$ cat config.mk
export PLATFORM = sky130hd
export DESIGN_NAME = aes_out_serializer
export DESIGN_NICKNAME = d
export VERILOG_FILES = /design/src/rtl/aes_out_serializer.sv
export SDC_FILE = /design/constraint.sdc
export NUM_CORES = 1
export LEC_CHECK = 0
export ABC_AREA = 1
export BUFFER_PORTS_ARGS = -buffer_cell sky130_fd_sc_hd__clkbuf_2
export CORE_MARGIN = 10
export CORE_UTILIZATION = 39
export CTS_BUF_LIST = sky130_fd_sc_hd__clkbuf_16
export DETAILED_ROUTE_END_ITERATION = 7
export PLACE_DENSITY_LB_ADDON = 0.25
export SYNTH_ARGS = -nofsm -noshare
export SYNTH_HDL_FRONTEND = slang
export SYNTH_SLANG_ARGS = --single-unit
$ cat constraint.sdc
create_clock -name AES_clk -period 8.55 [get_ports AES_clk]
set_input_delay 1.2825 -clock AES_clk [delete_from_list [all_inputs] [get_ports AES_clk]]
set_output_delay 1.2825 -clock AES_clk [all_outputs]
set_load 0.05 [all_outputs]
$ cat src/rtl/aes_out_serializer.sv
// Purpose : queue 128-bit AES output blocks and stream each one as four 32-bit words, MSW first.
// Latency : a block captured into an empty queue shows word 0 on ser_valid the next cycle.
// Backpr. : words hold while ser_ready=0; a push attempt while full drops the block and sets overflow.
//
// Ports:
//   AES_clk, AES_rst            clock, asynchronous active-high reset
//   AES_data_out_valid/_out     block strobe and 128-bit block from the AES core
//   ser_valid/ser_ready         word handshake towards the sink
//   ser_data, ser_last          current word, and "this is word 3 of the block"
//   ovf_clr, overflow           clear input and sticky dropped-block flag
//   fifo_count                  blocks held, including the one currently being sent
module aes_out_serializer #(
    parameter int DEPTH = 4
) (
    input  logic                     AES_clk,
    input  logic                     AES_rst,
    input  logic                     AES_data_out_valid,
    input  logic [127:0]             AES_data_out,
    input  logic                     ser_ready,
    output logic                     ser_valid,
    output logic [31:0]              ser_data,
    output logic                     ser_last,
    input  logic                     ovf_clr,
    output logic                     overflow,
    output logic [$clog2(DEPTH):0]   fifo_count
);

    localparam int AW = $clog2(DEPTH);

    // Storage is deliberately left out of reset; only pointers and count are cleared.
    logic [127:0]  mem [DEPTH];
    logic [AW-1:0] wr_ptr;
    logic [AW-1:0] rd_ptr;
    logic [1:0]    word_idx;
    logic [127:0]  head;

    logic full;
    logic pop;
    logic push;
    logic drop;

    assign full      = (fifo_count == (AW+1)'(DEPTH));
    assign ser_valid = (fifo_count != '0);
    assign ser_last  = ser_valid && (word_idx == 2'd3);

    // A block leaves on acceptance of its last word.
    assign pop  = ser_valid && ser_ready && (word_idx == 2'd3);
    // A pop on the same edge frees a slot, so a full queue still accepts the push.
    assign push = AES_data_out_valid && (!full || pop);
    assign drop = AES_data_out_valid && full && !pop;

    assign head = mem[rd_ptr];

    // Output is forced to zero when nothing is queued so reset presents ser_data=0
    // without having to clear the storage array.
    always_comb begin
        ser_data = '0;
        if (ser_valid) begin
            case (word_idx)
                2'd0:    ser_data = head[127:96];
                2'd1:    ser_data = head[95:64];
                2'd2:    ser_data = head[63:32];
                default: ser_data = head[31:0];
            endcase
        end
    end

    always_ff @(posedge AES_clk) begin
        if (push) begin
            mem[wr_ptr] <= AES_data_out;
        end
    end

    always_ff @(posedge AES_clk or posedge AES_rst) begin
        if (AES_rst) begin
            wr_ptr     <= '0;
            rd_ptr     <= '0;
            word_idx   <= 2'd0;
            fifo_count <= '0;
            overflow   <= 1'b0;
        end else begin
            if (push) begin
                wr_ptr <= wr_ptr + AW'(1);
            end

            if (ser_valid && ser_ready) begin
                // word_idx wraps 3 -> 0 naturally on the final word
                word_idx <= word_idx + 2'd1;
                if (word_idx == 2'd3) begin
                    rd_ptr <= rd_ptr + AW'(1);
                end
            end

            case ({push, pop})
                2'b10:   fifo_count <= fifo_count + (AW+1)'(1);
                2'b01:   fifo_count <= fifo_count - (AW+1)'(1);
                default: fifo_count <= fifo_count;
            endcase

            // A drop on the same edge as ovf_clr keeps the flag set.
            if (drop) begin
                overflow <= 1'b1;
            end else if (ovf_clr) begin
                overflow <= 1'b0;
            end
        end
    end

endmodule
== Word level (Yosys, flattened, before mapping) ==
Memory sizes are Yosys's and may differ from the RTL's.
Index checks and enable logic that the tools add are counted.

* Flip-flop bits (word level): 10
* Memory bits (writable): 512
* Bits of input ports: 133
* Word-level logic and storage cells: 38
* Memories: 1
* Output and inout port bits: 38

{| class="wikitable"
|+ Memories
! memory !! words !! width !! read ports !! clocked after Yosys merged registers in !! write ports !! RTL line !! RTL
|-
| mem || 4 || 128 || 1 || 0 || 1 || 31 || <nowiki>logic [127:0] mem [DEPTH];</nowiki>
|}

* Multiplexer cells: 7
* Equal/unequal tests: 6
* Add/sub/neg operators: 5
* Reduce and logical (&&, ||, !) cells: 14

{| class="wikitable"
|+ Operator list
! cell !! count
|-
| one-hot mux 32 bit (3 select lines) || 1
|-
| two-way mux 32 bit || 1
|-
| adder 2 x 1 -> 2 bit, second input constant || 3
|-
| == test 2 bit, second input constant || 3
|-
| logical AND 1 bit || 6
|-
| one-hot mux 3 bit (2 select lines) || 1
|-
| == test 2 x 1 -> 1 bit, second input constant || 2
|-
| two-way mux 1 bit || 4
|-
| nonzero test 2 bit || 2
|-
| adder 3 x 1 -> 3 bit, second input constant || 1
|-
| == test 3 bit, second input constant || 1
|-
| nonzero test 3 bit || 1
|-
| subtractor 3 x 1 -> 3 bit, second input constant || 1
|-
| logical NOT 1 bit || 2
|-
| logical NOT 2 bit || 1
|-
| AND reduction 2 bit || 1
|-
| logical OR 1 bit || 1
|}

== Depth between registers and ports, before layout ==
* Depth after elaboration: 7
* Depth in mapped cells: 12
* Depth with buffers taken out: 9

== Least setup slack after synthesis ==
No wires, ideal clock.

* Path kind: input-to-reg
* From: input ser_ready
* To: memory mem[0][0] (enable)
* Cell stages on the path: 4
* Arrival time: 7.016 ns
* Required time: 7.933 ns
* Setup time: 0.617 ns
* Buffers on the path: 0
* Setup slack: 0.917 ns
* Cells stage by stage: nand3_1 > nand2_1 > nand2_1 > nor2_1

* Cells in the longest elaborated chain, start to end: 6

{| class="wikitable"
|+ Ends and longest elaborated chain
! element !! RTL line !! RTL
|-
| start: declaration || 19 || <nowiki>input logic ser_ready,</nowiki>
|-
| logical AND 1 bit (2 in a row) || 47 || <nowiki>assign pop = ser_valid && ser_ready && (word_idx == 2'd3);</nowiki>
|-
| logical OR 1 bit || 49 || <nowiki>assign push = AES_data_out_valid && (!full || pop);</nowiki>
|-
| logical AND 1 bit || 49 ||
|-
| two-way mux 1 bit || 69 || <nowiki>if (push) begin</nowiki>
|-
| two-way mux 1 bit (implied by the code) || 70 || <nowiki>mem[wr_ptr] <= AES_data_out;</nowiki>
|-
| end: declaration || 31 ||
|}

Every way passes these cells.

== Worst setup path after layout ==
* From: register rd_ptr[1]
* To: output ser_data[19]

* Cells in the longest elaborated chain, start to end: 3

{| class="wikitable"
|+ Ends and longest elaborated chain
! element !! RTL line !! RTL
|-
| start: declaration || 33 || <nowiki>logic [AW-1:0] rd_ptr;</nowiki>
|-
| start signal: assignment || 90 || <nowiki>rd_ptr <= rd_ptr + AW'(1);</nowiki>
|-
| memory read (4 x 128 bit) || - ||
|-
| one-hot mux 32 bit (3 select lines) || 59 || <nowiki>case (word_idx)</nowiki>
|-
| two-way mux 32 bit || 58 || <nowiki>if (ser_valid) begin</nowiki>
|-
| end: declaration || 21 || <nowiki>output logic [31:0] ser_data,</nowiki>
|}

Every way passes these cells.

==> results by stage <==
Outcome:
- The flow ran to the end, and the final reports show no timing, DRC or antenna violations.

Synth:
- After synthesis, the share of flip-flops with an asynchronous set or reset is 1.916%.
- The number of enable-type register cells in the synthesized netlist is 512.
- Multiplexer cells account for 0% of the synthesized area.
- After Yosys synthesis, full adders, half adders and majority gates account for 0.6271% of the synthesized area.
- The largest family of logic cells by synthesized area is simple AND/OR/NAND/NOR gates.
- The fraction of the yosys area taken by sequential cells is 73.88%.
- Counting every instance in the synthesized netlist gives 1810.
- Summing the areas of all xor and xnor instances in the mapped netlist gives 0.2071% of the synthesized area.
- The simple-gate area share of the yosys netlist is 15.84%.
- After synthesis, the cell types taking the most area are sky130_fd_sc_hd__edfxtp_1 (73%), sky130_fd_sc_hd__nor2_1 (7.0%), sky130_fd_sc_hd__nand2_1 (6.4%).
- Summing the areas of all compound-gate instances in the mapped netlist gives 6.195% of the synthesized area.
- The number of storage elements in the synthesis netlist is 522.
- The post-synthesis cell area is 21150 um^2.
- For this run, the number of Yosys warnings is 0.
- The most used flip-flop cell after synthesis is sky130_fd_sc_hd__edfxtp_1.
- The net count after synthesis is 1953.
- Of all cell types, the one taking the most synthesized area is sky130_fd_sc_hd__edfxtp_1.
- The number of distinct library cell variants in the gate-level netlist after synthesis is 22.
- The portion of synthesized cell area occupied by the leading cell type is 72.70%.
- The post-synthesis average cell area is 11.68 um^2.

Timing:
- Setup violations remaining at the end of the flow were counted as 0.
- The worst setup skew after layout is 16.19 ps.
- Once routing completed, OpenROAD measured the worst setup slack at 3161 ps.
- Setup repair after global routing left no endpoint under its margin.
- The number of hold violations in the final report is 0.
- The number of slew-limit violations in the final report is 0.
- For the pin with the worst max-slew slack, the measured transition is 1025 ps.
- Of the available clock period, the critical path in the final layout requires 63.03%.
- For the finished layout, the period the worst path requires is 5389 ps.
- Setup total negative slack on the finished layout was measured at 0 ps.
- The worst pin sits at a relative slew slack of 31.57%.
- The achievable clock frequency is 185.6 MHz.

Die:
- The placeable core region is 53710 um^2.
- The die covers 63940 um^2.
- The floorplan die width is 252.9 um.
- Once the floorplan was initialized, standard cells occupied 39.38% of the core.
- 171 I/O pins were placed.
- The initialized floorplan defines 85 standard-cell rows.
- The floorplan step set the die height to 252.9 um.

Drt:
- After detailed routing, the number of remaining DRC violations is 0.
- The routed wirelength normalized by instance count is 20.24 um.
- The total detailed-routing wirelength is 54.69 mm.
- Across all layers, the routed design uses 13472 vias.
- The number of optimization iterations in the first detailed-route pass is 5.
- The DRC violation total after the first TritonRoute iteration is 891.
- The detail route stage leaves a number of antenna-violating nets equal to 0.
- The via count normalized by instance count is 4.986.

Placed design:
- The congestion estimate from routability-driven global placement came to 0.7614.
- In this run the cell area measured after placement is 22600 um^2.
- The half-perimeter wire length after placement is 32.04 mm.
- At the placement stage, the worst setup path has a slack of 3730 ps.
- The number of buffer cells added on primary ports is 170.

Global route:
- Entering global routing, the biggest net connects 123 pins.
- The first global-routing pass estimated 82.39 mm of wire.
- After global routing the overflow that remains totals 0.
- The via count of the first global-routing pass is 13107.
- The global router's overall resource usage is 16.92%.
- The initial antenna violation count is 20.

Clock tree:
- Clock tree synthesis found a total of 522 sinks.
- The number of gates resized after cts is 0.
- The clock passes through at most 3 buffers.
- Clock-pin slew was measured on the worst setup and hold paths at 60 ps.
- In this run, post-CTS hold repair placed 0 buffers.
- The setup fix buffers added after clock tree synthesis is 0.
- The cell sitting at the root of the clock tree is a sky130_fd_sc_hd__clkbuf_16.
- The TritonCTS clock tree is yes.
- The count of H-tree levels built during CTS is 2.
- The number of clock buffers added by TritonCTS is 55.
- The source-to-sink clock delay at the later pin of the worst-skew pair is 590 ps.

Final layout:
- Compared with the post-synthesis result, the final layout area differs by 15.02%.
- The commonest non-fill, non-tap cell in the layout is sky130_fd_sc_hd__edfxtp_1.
- The top cell types in the final layout, fill and taps aside, are sky130_fd_sc_hd__edfxtp_1 (512), sky130_fd_sc_hd__nor2_1 (388), sky130_fd_sc_hd__nand2_1 (362).
- The finished cells cover 24320 um^2.
- The final net count is 2099.
- The proportion of layout cells with a drive suffix above 1 is 13.71%.

Pwr:
- The largest voltage drop on the vdd net is 205.5 uV.
- Internal power comes to 5.541 mW.
- Registers are responsible for 37.7% of the overall power.
- Per report_power, the combinational group accounts for 38.6% of the total.
- The clock share of power is 23.7%.
- The leakage power is 9.141 nW.
- The switching power is 3.985 mW.
- The switching share of total power is 41.83%.
- Dividing total power by cell area gives a power density of 391.6 nW/um^2.

Setup path:
- The critical path data arrival time is 4110 ps.
- The required time reported for the critical path endpoint is 7270 ps.
- The nature of the critical path endpoint is an output port.
- The worst setup path is launched from a flop.
- The critical path in this run is classified as flop to output port.
- The largest driver fanout on the critical path is 52.
- The reg2reg setup slack is 5050 ps.

Run:
- Max-cap violations in this run came to 0.

Hold path:
- The class of the tightest hold or removal check is flop to flop.
registers in the layout, summed over array words and instances (netlist names):
name / count
mem: 512
fifo_count: 3
overflow: 1
wr_ptr: 2
rd_ptr: 2
word_idx: 2
logic make-up (layout without fill, tap and decap cells):
group | after synthesis | in the layout
flops | 522 | 522
other cells | 0 | 7
xor+xnor | 5 | 5
fa+ha+maj | 10 | 10
simple gates | 857 | 857
buf+inv | 155 | 344
compound gates | 261 | 261
through the flow:
stage,hold slack [ps],power [mW],util [%],instances
2_1_floorplan,556.6,6.309,-,1810
3_3_place_gp,527.5,7.327,42.07,2595
3_5_place_dp,539.2,7.368,42.07,2595
4_1_cts,548.7,9.633,45.26,2695
5_1_grt,562.3,10.14,45.28,2700
6_report,544.8,9.526,45.29,2702
path summary, 6_finish.rpt:
kind                                              start                     to  depth (start not counted)
worst max-delay path              rd_ptr[1]$_DFFE_PP0N_           ser_data[19]                          8
worst min-delay path               overflow$_DFFE_PP0P_   overflow$_DFFE_PP0P_                          2
worst max register to register  word_idx[0]$_DFFE_PP0P_  mem[0][103]$_DFFE_PP_                          6
worst min register to register     overflow$_DFFE_PP0P_   overflow$_DFFE_PP0P_                          2
max in group asynchronous                       AES_rst  rd_ptr[0]$_DFFE_PP0N_                          2
min in group asynchronous                       AES_rst  rd_ptr[1]$_DFFE_PP0N_                          2
synthesized netlist by cell type, types with 2 or more instances:
master and n:
sky130_fd_sc_hd__a21oi_1 2, sky130_fd_sc_hd__nor2_1 392, sky130_fd_sc_hd__o21ai_0 182, sky130_fd_sc_hd__nand4_1 3, sky130_fd_sc_hd__buf_6 4, sky130_fd_sc_hd__o21ai_1 75
sky130_fd_sc_hd__xor2_1 5, sky130_fd_sc_hd__edfxtp_1 512, sky130_fd_sc_hd__dfrtp_1 10, sky130_fd_sc_hd__buf_1 9, sky130_fd_sc_hd__nand2_1 362, sky130_fd_sc_hd__buf_2 46
sky130_fd_sc_hd__inv_1 51, sky130_fd_sc_hd__buf_4 4, sky130_fd_sc_hd__ha_1 9, sky130_fd_sc_hd__clkbuf_1 39, sky130_fd_sc_hd__nand3_1 100
cell type report:
cell class | count | area [um^2]
flip-flops and latches | 522 | 15630
inverters | 53 | 205.2
repair buffers | 191 | 1021
diodes | 7 | 17.52
clock buffers | 56 | 1401
multi-input cells | 1133 | 4866
well taps | 696 | 870.8
fillers | 4830 | 29380
clock inverters | 44 | 309.0
power groups by stage:
stage	Sequential (mW)	Combinational [mW]	Clock [mW]
finish	3.59	3.68	2.26
global route	3.64	4.08	2.41
CTS	3.60	3.73	2.30
detailed placement	3.65	3.72	0
global placement	3.63	3.69	0
floorplan	3.65	2.66	0
layer usage:
layer  part of all wire, %  global-route usage (%)
met5                  0.27                       0
met4                   2.0                   4.560
met3                   6.9                   5.013
met2                    45                   26.06
met1                    45                   22.92
critical path: stages (launching register included):
cell and delay, ps:
sky130_fd_sc_hd__dfrtp_4 850, sky130_fd_sc_hd__clkinv_2 990, sky130_fd_sc_hd__buf_4 650, sky130_fd_sc_hd__nand3_1 160
sky130_fd_sc_hd__nand3_1 80, sky130_fd_sc_hd__nand2_1 80, sky130_fd_sc_hd__nor2_1 50, sky130_fd_sc_hd__nor2_1 260
sky130_fd_sc_hd__clkbuf_2 350
Note: power is estimated with default switching activity, not from simulation.
